<file path="src/rtl/motor_pkg.sv">
// Shared encodings for the motor command executor: steering command codes
// and the controller state type.
package motor_pkg;

    localparam logic [1:0] CMD_STOP    = 2'b00;
    localparam logic [1:0] CMD_RIGHT   = 2'b01;
    localparam logic [1:0] CMD_LEFT    = 2'b10;
    localparam logic [1:0] CMD_PROCEED = 2'b11;

    typedef enum logic [1:0] {
        ST_STOP  = 2'd0,
        ST_RUN   = 2'd1,
        ST_DWELL = 2'd2
    } state_t;

endpackage

</file>
<file path="src/rtl/pwm_gen.sv">
// Free-running PWM counter with one duty compare shared by both motor
// channels; each channel is gated by its own enable.
module pwm_gen #(
    parameter int PWM_BITS = 8
) (
    input  logic                clk,
    input  logic                rst,
    input  logic [PWM_BITS-1:0] duty,
    input  logic                en_l,
    input  logic                en_r,
    output logic                pwm_l,
    output logic                pwm_r
);

    logic [PWM_BITS-1:0] cnt;
    logic                active;

    always_ff @(posedge clk) begin
        if (rst) begin
            cnt <= '0;
        end else begin
            cnt <= cnt + PWM_BITS'(1);
        end
    end

    // Strict compare: duty 0 never fires, full-scale duty misses only the top count.
    assign active = (cnt < duty);
    assign pwm_l  = en_l & active;
    assign pwm_r  = en_r & active;

endmodule

</file>
<file path="src/rtl/motor_cmd_exec.sv">
// Two-motor command executor: registers the steering command, sequences
// STOP/RUN/DWELL with a dead-time before reversals, and drives shared PWM.
// Optional soft-start ramp is enabled by defining MOTOR_RAMP_EN.
module motor_cmd_exec
    import motor_pkg::*;
#(
    parameter int PWM_BITS         = 8,
    parameter int DWELL_CYCLES     = 1000,
    parameter int RAMP_STEP_CYCLES = 16
) (
    input  logic                clk,
    input  logic                rst,
    input  logic [1:0]          cmd,
    input  logic                cmd_fwd,
    output logic                mot_l_pwm,
    output logic                mot_r_pwm,
    output logic                mot_l_dir,
    output logic                mot_r_dir,
    output logic [PWM_BITS-1:0] duty_o,
    output logic [1:0]          state_o
);

    localparam int DWELL_W = (DWELL_CYCLES > 1) ? $clog2(DWELL_CYCLES) : 1;
    localparam logic [DWELL_W-1:0]  DWELL_LAST = DWELL_W'(DWELL_CYCLES - 1);
    localparam logic [PWM_BITS-1:0] DUTY_MAX   = '1;

`ifdef MOTOR_RAMP_EN
    localparam int RAMP_W = (RAMP_STEP_CYCLES > 1) ? $clog2(RAMP_STEP_CYCLES) : 1;
    localparam logic [RAMP_W-1:0]   RAMP_LAST  = RAMP_W'(RAMP_STEP_CYCLES - 1);
    localparam logic [PWM_BITS-1:0] DUTY_ENTRY = '0;
`else
    localparam logic [PWM_BITS-1:0] DUTY_ENTRY = DUTY_MAX;
`endif

    state_t              state, state_nxt;
    logic [1:0]          cmd_q;
    logic                fwd_q, fwd_d;
    logic                dir, dir_nxt;
    logic [PWM_BITS-1:0] duty, duty_nxt;
    logic [DWELL_W-1:0]  dwell_cnt, dwell_nxt;
    logic                en_l, en_l_nxt, en_r, en_r_nxt;
`ifdef MOTOR_RAMP_EN
    logic [RAMP_W-1:0]   ramp_cnt, ramp_nxt;
`endif

    always_ff @(posedge clk) begin
        if (rst) begin
            state     <= ST_STOP;
            cmd_q     <= CMD_STOP;
            fwd_q     <= 1'b1;
            fwd_d     <= 1'b1;
            dir       <= 1'b1;
            duty      <= '0;
            dwell_cnt <= '0;
            en_l      <= 1'b0;
            en_r      <= 1'b0;
`ifdef MOTOR_RAMP_EN
            ramp_cnt  <= '0;
`endif
        end else begin
            state     <= state_nxt;
            cmd_q     <= cmd;
            fwd_q     <= cmd_fwd;
            fwd_d     <= fwd_q;
            dir       <= dir_nxt;
            duty      <= duty_nxt;
            dwell_cnt <= dwell_nxt;
            en_l      <= en_l_nxt;
            en_r      <= en_r_nxt;
`ifdef MOTOR_RAMP_EN
            ramp_cnt  <= ramp_nxt;
`endif
        end
    end

    // fwd_d lags fwd_q by one clock so a fresh toggle during DWELL restarts the dead-time.
    always_comb begin
        state_nxt = state;
        dir_nxt   = dir;
        duty_nxt  = duty;
        dwell_nxt = dwell_cnt;
        en_l_nxt  = en_l;
        en_r_nxt  = en_r;
`ifdef MOTOR_RAMP_EN
        ramp_nxt  = '0;
`endif
        case (state)
            ST_STOP: begin
                if (cmd_q != CMD_STOP) begin
                    state_nxt = ST_RUN;
                    dir_nxt   = fwd_q;
                    duty_nxt  = DUTY_ENTRY;
                    en_l_nxt  = cmd_q[0];
                    en_r_nxt  = cmd_q[1];
                end
            end
            ST_RUN: begin
                if (cmd_q == CMD_STOP) begin
                    state_nxt = ST_STOP;
                    duty_nxt  = '0;
                    en_l_nxt  = 1'b0;
                    en_r_nxt  = 1'b0;
                end else if (fwd_q != dir) begin
                    state_nxt = ST_DWELL;
                    duty_nxt  = '0;
                    dwell_nxt = '0;
                    en_l_nxt  = 1'b0;
                    en_r_nxt  = 1'b0;
                end else begin
                    en_l_nxt = cmd_q[0];
                    en_r_nxt = cmd_q[1];
`ifdef MOTOR_RAMP_EN
                    if (duty != DUTY_MAX) begin
                        if (ramp_cnt == RAMP_LAST) begin
                            duty_nxt = duty + PWM_BITS'(1);
                        end else begin
                            ramp_nxt = ramp_cnt + RAMP_W'(1);
                        end
                    end
`endif
                end
            end
            ST_DWELL: begin
                if (cmd_q == CMD_STOP) begin
                    state_nxt = ST_STOP;
                end else if (fwd_q != fwd_d) begin
                    dwell_nxt = '0;
                end else if (dwell_cnt == DWELL_LAST) begin
                    state_nxt = ST_RUN;
                    dir_nxt   = fwd_q;
                    duty_nxt  = DUTY_ENTRY;
                    en_l_nxt  = cmd_q[0];
                    en_r_nxt  = cmd_q[1];
                end else begin
                    dwell_nxt = dwell_cnt + DWELL_W'(1);
                end
            end
            default: begin
                state_nxt = ST_STOP;
            end
        endcase
    end

    pwm_gen #(
        .PWM_BITS(PWM_BITS)
    ) u_pwm_gen (
        .clk   (clk),
        .rst   (rst),
        .duty  (duty),
        .en_l  (en_l),
        .en_r  (en_r),
        .pwm_l (mot_l_pwm),
        .pwm_r (mot_r_pwm)
    );

    assign mot_l_dir = dir;
    assign mot_r_dir = dir;
    assign duty_o    = duty;
    assign state_o   = state;

endmodule
</file>
<file path="config.mk">
export PLATFORM = sky130hd
export DESIGN_NAME = motor_cmd_exec
export DESIGN_NICKNAME = d
export VERILOG_FILES = /design/src/rtl/motor_pkg.sv /design/src/rtl/pwm_gen.sv /design/src/rtl/motor_cmd_exec.sv
export SDC_FILE = /design/constraint.sdc
export NUM_CORES = 1
export LEC_CHECK = 0
export BUFFER_PORTS_ARGS = -buffer_cell sky130_fd_sc_hd__buf_4
export CAP_MARGIN = 20
export CORE_MARGIN = 2
export CORE_UTILIZATION = 25
export CTS_BUF_LIST = sky130_fd_sc_hd__clkbuf_2 sky130_fd_sc_hd__clkbuf_4 sky130_fd_sc_hd__clkbuf_8
export CTS_CLUSTER_DIAMETER = 150
export DETAILED_ROUTE_END_ITERATION = 6
export GPL_TIMING_DRIVEN = 0
export PLACE_DENSITY_LB_ADDON = 0.12
export SLEW_MARGIN = 15
export SYNTH_ARGS = -nofsm -noshare
export SYNTH_HDL_FRONTEND = slang
export SYNTH_SLANG_ARGS = --single-unit
export TNS_END_PERCENT = 50
</file>
<file path="constraint.sdc">
create_clock -name clk -period 2.5 [get_ports clk]
set_input_delay 0.625 -clock clk [delete_from_list [all_inputs] [get_ports clk]]
set_output_delay 0.625 -clock clk [all_outputs]
set_load 0.01 [all_outputs]
</file>
==> flow_metrics.py <==
metrics = {
    "run_status": {
        "violations": "setup timing",
        "status": "finished, violations left",
    },
    "die": {
        "fp.dieH_um": 80.95,
        "initial_core_util_pct": 25.45,
        "core-area_um2": 5816,
        "die_area_um2": 6552,
        "boundaryPins": 19,
        "row_count": 28,
        "die_w_um": 80.95,
    },
    "final_layout": {
        "final_cell_area_um2": 1818,
        "finalNetCount": 204,
        "num_antenna_cells": 0,
        "multiInputGateArea_um2": 877.1,
        "syn_to_final_growth_pct": 22.82,
        "nFillCells": 636,
        "post_route_cells_drive_above_1_share_pct": 24.47,
        "regArea_um2": 564.3,
    },
    "global_routing": {
        "grt_pass1_wl_mm": 5.492,
        "overflow": 0,
        "antenna_found_initial": 0,
        "grt_start_max_net_pins": 15,
        "grt_pass1_vias": 1209,
        "grt_util_all_layers_pct": 10.76,
    },
    "cts": {
        "cts_buffers": 3,
        "cts_sinks": 28,
        "cts_hold_buf": 0,
        "cts_tree": "yes",
        "clkSlewWorstSetupHoldPaths_ns": 0.09,
        "clock_latency_ns": 0.28,
        "clockBufferDepth": 2,
        "cts-root-buf": "clkbuf_8",
        "cts_max_level": 1,
    },
    "worst_hold_path": {
        "whs_path_depth": 1,
        "hp-class": "flip-flop to flip-flop",
    },
    "critical_path": {
        "path_buf_inv": 2,
        "worst-setup-path-type": "flip-flop to output port",
        "crit_family": "compound AO/OA/AOI/OAI gates",
        "cp.required_ns": 1.88,
        "cp_num_cells": 7,
        "crit_arrival_ns": 1.89,
        "rr_worst_depth": 6,
        "end_kind": "output port",
        "critPathSlowestCell": "dfxtp_4",
        "cpPeakStageDelay_ns": 0.37,
        "crit_chain": "clkinvlp_4, ha_4, a21o_1, a21oi_2, o211a_1, o21a_1, buf_6",
        "crit_path_start_kind": "flip-flop",
        "crit_fanout": 7,
    },
    "routing": {
        "vias_per_cell": 4.719,
        "first_pass_iters": 4,
        "vias": 1241,
        "dr.first_iter.drc_count": 89,
        "route.detailed.drc": 0,
        "wire_per_inst_um": 12.23,
        "ant_nets": 0,
        "drt-total-wl_mm": 3.217,
    },
    "placement": {
        "hpwlAfterDp_mm": 2.393,
        "dpl_worst_slack_ns": -0.08483,
        "port-buffer-count": 17,
        "dpl_cell_area_um2": 1702,
        "gp_congestion": 0.7625,
    },
    "yosys": {
        "synth_area_um2": 1480,
        "synth_seq_area_share_pct": 37.87,
        "synth.avg_cell_area_um2": 8.917,
        "ys_types": 38,
        "syn_nets": 180,
        "synth_warnings": 0,
        "synth_cells": 166,
        "ys_ff_latch": 28,
    },
    "sta": {
        "period_needed_ns": 2.519,
        "slew_violations": 0,
        "worstMarginPinSlew_ns": 0.4990,
        "whs_ns": 0.4653,
        "setup_slack_ns": -0.01910,
        "clock_skew_ns": 0.003009,
        "fmaxAchievable_mhz": 397.0,
        "relSlewSlack_pct": 66.62,
        "setup_viol": 2,
        "rsz0062_at_grt": "yes",
        "period_share_pct": 100.8,
        "hold_viol_final": 0,
    },
    "pwr": {
        "p_leak_nw": 0.6844,
        "ir_drop_mv": 0.2142,
        "p_per_area_nw_per_um2": 487.7,
    },
    "run": {
        "maxCapViolations": 0,
    },
}
==> metal layers <==
metal | share of wire [%] | GRT usage, % | vias to the layer above
li1 | - | - | 634
met1 | 47 | 13.91 | 569
met2 | 46 | 17.60 | 33
met3 | 4.8 | 1.889 | 5
met4 | 1.6 | 4.576 | 0
met5 | 0 | 0 | -
==> power by group <==
group	total (mW)	internal, mW	switching, mW
logic	0.164	0.0861	0.0778
clock network	0.249	0.108	0.141
registers	0.473	0.459	0.0139
==> layout by cell type, fill, tap and decap left out, drive strengths merged, types with 5 or more instances in the layout <==
cell	n
dfxtp	28
buf	27
nor2	19
o21ai	16
nand3	11
ha	9
nand2	8
nor2b	7
a21oi	7
clkbuf	7
xor2	6
nor3	5
==> final cells by class <==
cell class,count,area share [%]
buffer,12,4.198
clock buffer,3,2.271
inverter,3,0.8259
multi-input combinational,123,48.25
sequential,28,31.04
tap,75,5.162
timing repair buffer,19,8.259
==> Yosys cell counts <==
cell	n	area [um2]
o41ai_1	3	26.28
o311a_4	1	21.27
o41ai_4	1	27.53
xor2_2	1	16.27
or2_1	1	6.260
nand4bb_1	2	22.52
a21o_1	1	7.510
o21ai_1	7	35.03
nand2b_1	2	12.51
o31ai_1	4	30.03
nand2_1	8	30.03
a21oi_1	7	35.03
o211ai_2	1	12.51
nor3b_1	1	7.510
nand3_2	1	10.01
o41a_1	1	11.26
nor2_1	19	71.32
inv_1	3	11.26
and2_1	1	6.260
xnor2_1	2	17.52
clkbuf_2	1	5.000
nand4_1	1	6.260
o21ai_0	9	45.04
or2_2	2	12.51
clkbuf_1	3	11.26
o22a_2	1	10.01
xor2_1	5	43.79
ha_1	9	112.6
o211a_1	2	20.02
or4b_1	1	10.01
nor3_1	5	25.02
o21a_1	2	15.01
and3_1	4	25.02
nor2b_1	7	43.79
nand3_1	10	50.05
dfxtp_1	28	560.5
a31oi_1	1	6.260
buf_4	8	60.06
==> path summary, 6_finish.rpt <==
kind	slack (ns)	endpoint	from
worst min-delay path	0.47	u_pwm_gen.cnt[0]	u_pwm_gen.cnt[0]
worst max-delay path	-0.02	mot_r_pwm	duty_o[6]
worst min register to register	0.47	u_pwm_gen.cnt[0]	u_pwm_gen.cnt[0]
worst max register to register	0.60	dwell_cnt[2]	dwell_cnt[0]
==> kinds of logic after synthesis <==
kind of cell               Yosys count  synth area share [%]
AOI/OAI and AO/OA                   41                 20.46
xor gates and xnor gates             8                 5.241
adders and majority gates            9                 7.608
buffers and inverters               15                 5.917
DFF                                 28                 37.87
and+or+nand+nor                     65                 22.91
==> sequential cells by signal, indices dropped and copies added (netlist names) <==
| register | cells |
|---|---|
| duty_o | 1 |
| en_l | 1 |
| mot_l_dir | 1 |
| en_r | 1 |
| fwd_d | 1 |
| dwell_cnt | 10 |
| state_o | 2 |
| fwd_q | 1 |
| u_pwm_gen.cnt | 8 |
| cmd_q | 2 |
==> through the flow <==
step | instances | util [%] | setup TNS (ns) | total power [mW]
2_1_floorplan | 166 | - | 0 | 0.5755
4_1_cts | 263 | 31.20 | -0.05190 | 0.9026
5_1_grt | 263 | 31.26 | -0.2062 | 0.9370
6_report | 263 | 31.26 | -0.03434 | 0.8866
3_3_place_gp | 258 | 29.26 | -0.04727 | 0.6272
3_5_place_dp | 258 | 29.26 | -0.1678 | 0.6293
==> what timing repair did <==
| item | in CTS | in global routing |
|---|---|---|
| resized for setup | 10 | 1 |
| pin swaps | 7 | 1 |
| endpoints found under the setup margin | 2 | 2 |
| setup buffers | 2 | 0 |
(Power assumes the default switching activity.)
